$ cat src/rtl/gcd_pkg.sv
// Shared definitions for the GCD controller/datapath pair: command encoding
// and the default operand width.
package gcd_pkg;

  localparam int GCD_W = 4;

  localparam logic [2:0] CMD_NOP   = 3'd0;
  localparam logic [2:0] CMD_LOAD  = 3'd1;
  localparam logic [2:0] CMD_SUB_X = 3'd2;
  localparam logic [2:0] CMD_SUB_Y = 3'd3;
  localparam logic [2:0] CMD_LATCH = 3'd4;

endpackage

$ cat src/rtl/gcd_operand_buf.sv
// Single-entry operand buffer. It holds one X/Y pair until the datapath loads it.
// Valid/ready: a pair transfers on a rising edge where in_valid && in_ready.
module gcd_operand_buf #(
  parameter int W = 4
) (
  input  logic         clk,
  input  logic         reset_n,
  input  logic         in_valid,
  output logic         in_ready,
  input  logic [W-1:0] x_in,
  input  logic [W-1:0] y_in,
  input  logic         load,
  output logic         op_pending,
  output logic [W-1:0] op_x,
  output logic [W-1:0] op_y
);

  // A refill cannot happen in the same cycle as a load: ready comes only from the registered flag.
  assign in_ready = !op_pending;

  always_ff @(posedge clk or negedge reset_n) begin
    if (!reset_n) begin
      op_pending <= 1'b0;
      op_x       <= '0;
      op_y       <= '0;
    end else if (load) begin
      op_pending <= 1'b0;
    end else if (in_valid && in_ready) begin
      op_pending <= 1'b1;
      op_x       <= x_in;
      op_y       <= y_in;
    end
  end

endmodule

$ cat src/rtl/gcd_datapath.sv
// GCD datapath. It runs one controller command per cycle on the X/Y working
// registers and presents results on a valid/ready output (transfer on out_valid && out_ready).
module gcd_datapath
  import gcd_pkg::*;
#(
  parameter int W  = GCD_W,
  parameter int CW = 4
) (
  input  logic          clk,
  input  logic          reset_n,
  input  logic          in_valid,
  output logic          in_ready,
  input  logic [W-1:0]  x_in,
  input  logic [W-1:0]  y_in,
  input  logic [2:0]    cmd,
  output logic          op_pending,
  output logic          x_eq_y,
  output logic          x_gt_y,
  output logic          x_zero,
  output logic          y_zero,
  output logic          cmd_err,
  output logic [W-1:0]  gcd_out,
  output logic [CW-1:0] iter_out,
  output logic          out_valid,
  input  logic          out_ready
);

  localparam logic [CW-1:0] ITER_MAX = {CW{1'b1}};

  logic [W-1:0]  x_reg, y_reg;
  logic [W-1:0]  op_x, op_y;
  logic [CW-1:0] iter_cnt;
  logic          load_ok, sub_x_ok, sub_y_ok, latch_legal, latch_ok, err_next;
  logic [W-1:0]  result;

  gcd_operand_buf #(.W(W)) u_buf (
    .clk        (clk),
    .reset_n    (reset_n),
    .in_valid   (in_valid),
    .in_ready   (in_ready),
    .x_in       (x_in),
    .y_in       (y_in),
    .load       (load_ok),
    .op_pending (op_pending),
    .op_x       (op_x),
    .op_y       (op_y)
  );

  assign x_eq_y = (x_reg == y_reg);
  assign x_gt_y = (x_reg > y_reg);
  assign x_zero = (x_reg == '0);
  assign y_zero = (y_reg == '0);

  // Legality checks keep the subtractions from underflowing.
  always_comb begin
    load_ok     = (cmd == CMD_LOAD) && op_pending;
    sub_x_ok    = (cmd == CMD_SUB_X) && x_gt_y && !y_zero;
    sub_y_ok    = (cmd == CMD_SUB_Y) && (x_reg < y_reg) && !x_zero;
    latch_legal = x_eq_y || x_zero || y_zero;
    latch_ok    = (cmd == CMD_LATCH) && latch_legal && (!out_valid || out_ready);
    err_next    = (cmd != CMD_NOP) && !(load_ok || sub_x_ok || sub_y_ok || latch_ok);
    result      = x_zero ? y_reg : x_reg;
  end

  always_ff @(posedge clk or negedge reset_n) begin
    if (!reset_n) begin
      x_reg    <= '0;
      y_reg    <= '0;
      iter_cnt <= '0;
    end else if (load_ok) begin
      x_reg    <= op_x;
      y_reg    <= op_y;
      iter_cnt <= '0;
    end else if (sub_x_ok || sub_y_ok) begin
      if (sub_x_ok) x_reg <= x_reg - y_reg;
      else          y_reg <= y_reg - x_reg;
      if (iter_cnt != ITER_MAX) iter_cnt <= iter_cnt + 1'b1;
    end
  end

  // A latch on the handshake cycle replaces the old result, so out_valid stays high.
  always_ff @(posedge clk or negedge reset_n) begin
    if (!reset_n) begin
      gcd_out   <= '0;
      iter_out  <= '0;
      out_valid <= 1'b0;
      cmd_err   <= 1'b0;
    end else begin
      cmd_err <= err_next;
      if (latch_ok) begin
        gcd_out   <= result;
        iter_out  <= iter_cnt;
        out_valid <= 1'b1;
      end else if (out_valid && out_ready) begin
        out_valid <= 1'b0;
      end
    end
  end

endmodule

$ cat config.mk
export PLATFORM = sky130hd
export DESIGN_NAME = gcd_datapath
export DESIGN_NICKNAME = d
export VERILOG_FILES = /design/src/rtl/gcd_pkg.sv /design/src/rtl/gcd_operand_buf.sv /design/src/rtl/gcd_datapath.sv
export SDC_FILE = /design/constraint.sdc
export NUM_CORES = 1
export LEC_CHECK = 0
export CORE_ASPECT_RATIO = 2
export CORE_UTILIZATION = 55
export CTS_CLUSTER_SIZE = 12
export DETAILED_ROUTE_END_ITERATION = 6
export GPL_ROUTABILITY_DRIVEN = 0
export PLACE_DENSITY = 0.84
export SYNTH_ARGS = -nofsm -noshare
export SYNTH_HDL_FRONTEND = slang
export SYNTH_SLANG_ARGS = --single-unit
$ cat constraint.sdc
create_clock -name clk -period 4.1 [get_ports clk]
set_input_delay 0.615 -clock clk [delete_from_list [all_inputs] [get_ports clk]]
set_output_delay 0.615 -clock clk [all_outputs]
set_load 0.02 [all_outputs]
# Word-level counts from Yosys, hierarchy flattened
# Cells that the tools add are included.
# word_totals
register_bits,31
latch_bits,0
ram_bits,0
romBits,0
input_bits,15
output_inout_bits,16
word_cells,71
n_memories,0
# classes
n_addsub,3
multipliers,0
div,0
order_cmp,2
eq_ne,7
shifts,0
mux,14
n_bitwise,1
reduce_logical,34
# op_table
op,count
4-bit 2-to-1 mux,10
1-bit logical AND,10
2-bit nonzero test,5
4-bit zero test,2
2-bit AND reduction,4
4-bit subtractor,2
1-bit logical OR,7
3-bit by 2-bit == test with 1-bit output (second input constant),2
1-bit zero test,5
4-bit by 1-bit adder with 4-bit output (second input constant),1
4-bit == test,1
4-bit greater-than comparator,1
4-bit less-than comparator,1
1-bit 2-to-1 mux,4
4-bit inequality test (second input constant),1
3-bit by 1-bit == test with 1-bit output (second input constant),1
3-bit == test (second input constant),1
3-bit nonzero test,1
2-bit inequality test (second input constant),1
1-bit NOT,1

# Depth between registers and ports, before layout
# logic_depth
word_depth,8
ltp_mapped,9
ltp_nobuf,9

# Modules after synthesis
# From an unflattened synthesis, not the netlist that was laid out.
# unflattened
cells_unflattened,151
hier_area_um2,1677.9
# by_module_without_submodules
module,n_inst,cells_each,area_per_inst_um2
gcd_datapath,1,130,1332.5
gcd_operand_buf,1,21,345.3

# Least setup slack after synthesis
# OpenSTA, ideal clock, no wires.
# synth_path
path_type,register to register
from,register y_reg[1]
to,register iter_out[2]
arrival_ps,2358
t_required_ps,3975
setup_slack_ps,1617
stages_incl_launch_ff,7
path_buffers,2
synth_period_minus_slack_ps,2483
path_cell_list,dfrtp_1 > nor4_1 > o31ai_2 > or4_1 > buf_2 > buf_6 > mux2_4
# synth_rtl
item,line,rtl
start: declaration,gcd_datapath.sv:30,"logic [W-1:0] x_reg, y_reg;"
start signal: assignment,gcd_datapath.sv:72,y_reg <= op_y;
start signal: assignment,gcd_datapath.sv:76,else y_reg <= y_reg - x_reg;
4-bit zero test,gcd_datapath.sv:52,assign y_zero = (y_reg == '0);
via y_zero,gcd_datapath.sv:20,"output logic y_zero,"
1-bit logical OR,gcd_datapath.sv:59,latch_legal = x_eq_y || x_zero || y_zero;
1-bit logical AND (2 in a row),gcd_datapath.sv:60,latch_ok = (cmd == CMD_LATCH) && latch_legal && (!out_valid || out_ready);
end signal: assignment,gcd_datapath.sv:92,iter_out <= iter_cnt;
end: declaration,gcd_datapath.sv:23,"output logic [CW-1:0] iter_out,"
# The timed path passes the listed nets, and every way through them passes these cells.
# A chain may end at the register's enable or synchronous reset.

# Worst setup path after layout
# layout_path
from,register x_reg[0]
to,output x_gt_y
# layout_between
elab_chain_cells,1
# layout_rtl
item,line,rtl
start: declaration,gcd_datapath.sv:30,
start signal: assignment,gcd_datapath.sv:71,x_reg <= op_x;
start signal: assignment,gcd_datapath.sv:75,if (sub_x_ok) x_reg <= x_reg - y_reg;
4-bit greater-than comparator,gcd_datapath.sv:50,assign x_gt_y = (x_reg > y_reg);
end: declaration,gcd_datapath.sv:18,"output logic x_gt_y,"
# Every way passes these cells.

==> out/metrics.cfg <==
[hold_path]
min_path_type = flip-flop to flip-flop
min_path_cells = 2

[logic_synthesis]
postSynthCellCount = 152
ys.flop_type = dfrtp_1
synth_edf_count = 0
syn_avg_cell_area_sq_um = 10.8
yosysWarnings = 0
ys_async_sr_fraction = 1.00
synthesis.nets = 177
ys_ff_latch = 31
yosys.area.top_type = dfrtp_1
synth_top_area_frac = 0.472
ys_top_cells_by_area = dfrtp_1 47%, mux2_2 7.5%, ha_1 6.1%
syn-cell-area_sq_um = 1640
ys_seq_area_frac = 0.472
synth_cell_types = 47

[sta]
fmax_ghz = 0.321
holdWs_ns = 0.479
drv_slew = 0
slew_headroom = 0.548
fin_setup_tns_ns = 0
hold_viol_final = 0
fin_crit_sh = 0.759
skew_ns = 0.00809
tightest_slew_ns = 0.677
setup_violations = 0
post-route-min-period_ns = 3.11
rsz0062_at_grt = false

[die]
rows = 27
die_w_um = 40.6
die_y_um = 79.3
core_sq_um = 2800
start_util = 0.586
dieArea_sq_um = 3220
io_pins = 31

[routing]
ant_nets = 0
first_pass_iters = 4
drc_errors = 0
drt_iter0_markers = 34
num_vias = 1313
wl_um = 3840
avgRoutedWirePerCell_um = 17.8
via_per_inst = 6.08

[critical_path]
cp_slowest_cell = clkdlybuf4s50_1
rr_worst_depth = 7
crit_path_end_kind = output pin
cp_max_fo = 5
critical_path_required_ns = 3.48
setup.worst_path.class = flip-flop to output pin
cp_data_arrival_time_ns = 2.50
crit_path_frequent_cell = inv_1
slowest_delay_ns = 0.54
cp_cell_sequence = inv_1 -> ha_1 -> inv_1 -> fa_1 -> a21oi_1 -> o21a_1 -> nor2_1 -> clkdlybuf4s50_1
start_kind = flip-flop

[global_route]
grt_pass1_vias = 1331
grt_overflow = 0
grt_max_degree = 26
grtUsageTotal = 0.277
antenna_found_initial = 0
grt_pass1_wl_um = 6060

[power_and_ir_drop]
p_leak_nw = 0.945
clkPwrFrac = 0.192
power_density_nw_per_um2 = 764
p_int_mw = 0.968
switching_share = 0.394
combPwrFrac = 0.482
seq_power_share = 0.326
net-switching-power_mw = 0.629
ir_drop_mv = 0.520

[layout]
antenna_cells = 0
fill_cells = 194
drive_gt1_frac = 0.160
area_growth_pct = 27.3
nets = 211

[clock_network]
cts.root.buffer_cell = clkbuf_8
cts_tree = built
cts_sinks = 31
cts_buffers = 5
cts_resized = 0
htreeDepth = 2
clock_path_buffers = 2
cts_hold_buf = 0
clk_latency_ns = 0.28
postCtsSetupBuffers = 0
clkTransAtPathRegs_ns = 0.06

[status]
status = finished clean

[place]
post-dp-hpwl_um = 2850
port_buffers = 30

[job]
maxCapViolations = 0

==> Yosys cell counts, types with 2 or more instances <==
cell type	count
dfrtp_1	31
nor2_1	15
inv_1	13
mux2_2	11
nand2_1	9
a21oi_1	8
ha_1	8
o21ai_0	6
a211oi_1	3
clkbuf_1	3
xnor2_1	3
a21o_1	2
a221o_1	2
a22oi_1	2
fa_1	2
nand4_1	2
or4_1	2
==> cells in the final DEF, fill, tap and decap left out, types with 2 or more instances in the layout <==
master,netlist,routed
a21o_1,2,2
a221o_1,2,2
ha_1,8,8
clkdlybuf4s50_1,0,30
a21oi_1,8,8
buf_4,0,2
inv_1,13,13
nor2_1,15,15
or4_1,2,2
dfrtp_1,31,31
xnor2_1,3,3
fa_1,2,2
nand4_1,2,2
nand2_1,9,9
a22oi_1,2,2
a211oi_1,3,3
o21ai_0,6,6
mux2_2,11,11
clkbuf_8,0,6
==> power by group through the flow <==
stage,sequential [mW],clock (mW),combinational [mW]
floorplan,0.534,0,0.466
global placement,0.515,0,0.727
detailed placement,0.524,0,0.751
CTS,0.520,0.310,0.767
global route,0.535,0.320,0.840
finish,0.521,0.306,0.770
==> metrics by stage <==
stage	setup slack, ns	cell area (sq um)	utilization	total power [mW]	std cells
6_report	0.989	2090	0.746	1.60	216
5_1_grt	0.886	2090	0.746	1.69	216
4_1_cts	1.04	2090	0.746	1.60	216
3_5_place_dp	1.37	1970	0.704	1.28	208
3_3_place_gp	1.42	1970	0.704	1.24	208
2_1_floorplan	1.62	1640	-	1.00	152
==> final cells by class <==
cell class / count / area (sq um) / share of cell area
sequential: 31 / 776 / 0.371
tap: 29 / 36.3 / 0.0174
inverter: 14 / 57.6 / 0.0275
timing repair buffer: 32 / 315 / 0.151
multi-input combinational: 102 / 788 / 0.377
clock inverter: 2 / 35.0 / 0.0168
clock buffer: 6 / 82.6 / 0.0395
==> cell families after synthesis <==
kind of cell    after synthesis  synth area share
buf+inv                      19            0.0518
mux                          13            0.0906
xor+xnor                      4            0.0213
flops                        31             0.472
compound gates               34             0.145
fa+ha+maj                    10            0.0853
simple gates                 41             0.133
==> critical path: cells and delay by family, from the launching register on <==
family | cells | cell delay, ns
compound gates | 2 | 0.48
fa+ha+maj | 2 | 0.54
buf+inv | 3 | 0.68
flops | 1 | 0.44
simple gates | 1 | 0.08
==> routing by layer <==
| layer | part of all wire | routed length (um) | track usage | vias up |
|---|---|---|---|---|
| li1 | - | - | - | 608 |
| met1 | 0.35 | 1330 | 0.286 | 642 |
| met2 | 0.57 | 2190 | 0.479 | 51 |
| met3 | 0.042 | 162 | 0.0447 | 12 |
| met4 | 0.041 | 158 | 0.153 | 0 |
| met5 | 0 | 0 | 0 | - |
==> final timing paths <==
check,from,end,slack (ns)
min,gcd_out[3]$_DFFE_PN0P_,gcd_out[3]$_DFFE_PN0P_,0.48
max,x_reg[0]$_DFFE_PN0P_,x_gt_y,0.99
min in group asynchronous,reset_n,out_valid$_DFFE_PN0P_,0.59
max in group asynchronous,reset_n,iter_cnt[2]$_DFFE_PN0P_,2.88
max reg2reg,x_reg[1]$_DFFE_PN0P_,x_reg[3]$_DFFE_PN0P_,1.28
min reg2reg,gcd_out[3]$_DFFE_PN0P_,gcd_out[3]$_DFFE_PN0P_,0.48
No activity file was read; power rests on OpenSTA's default activity.
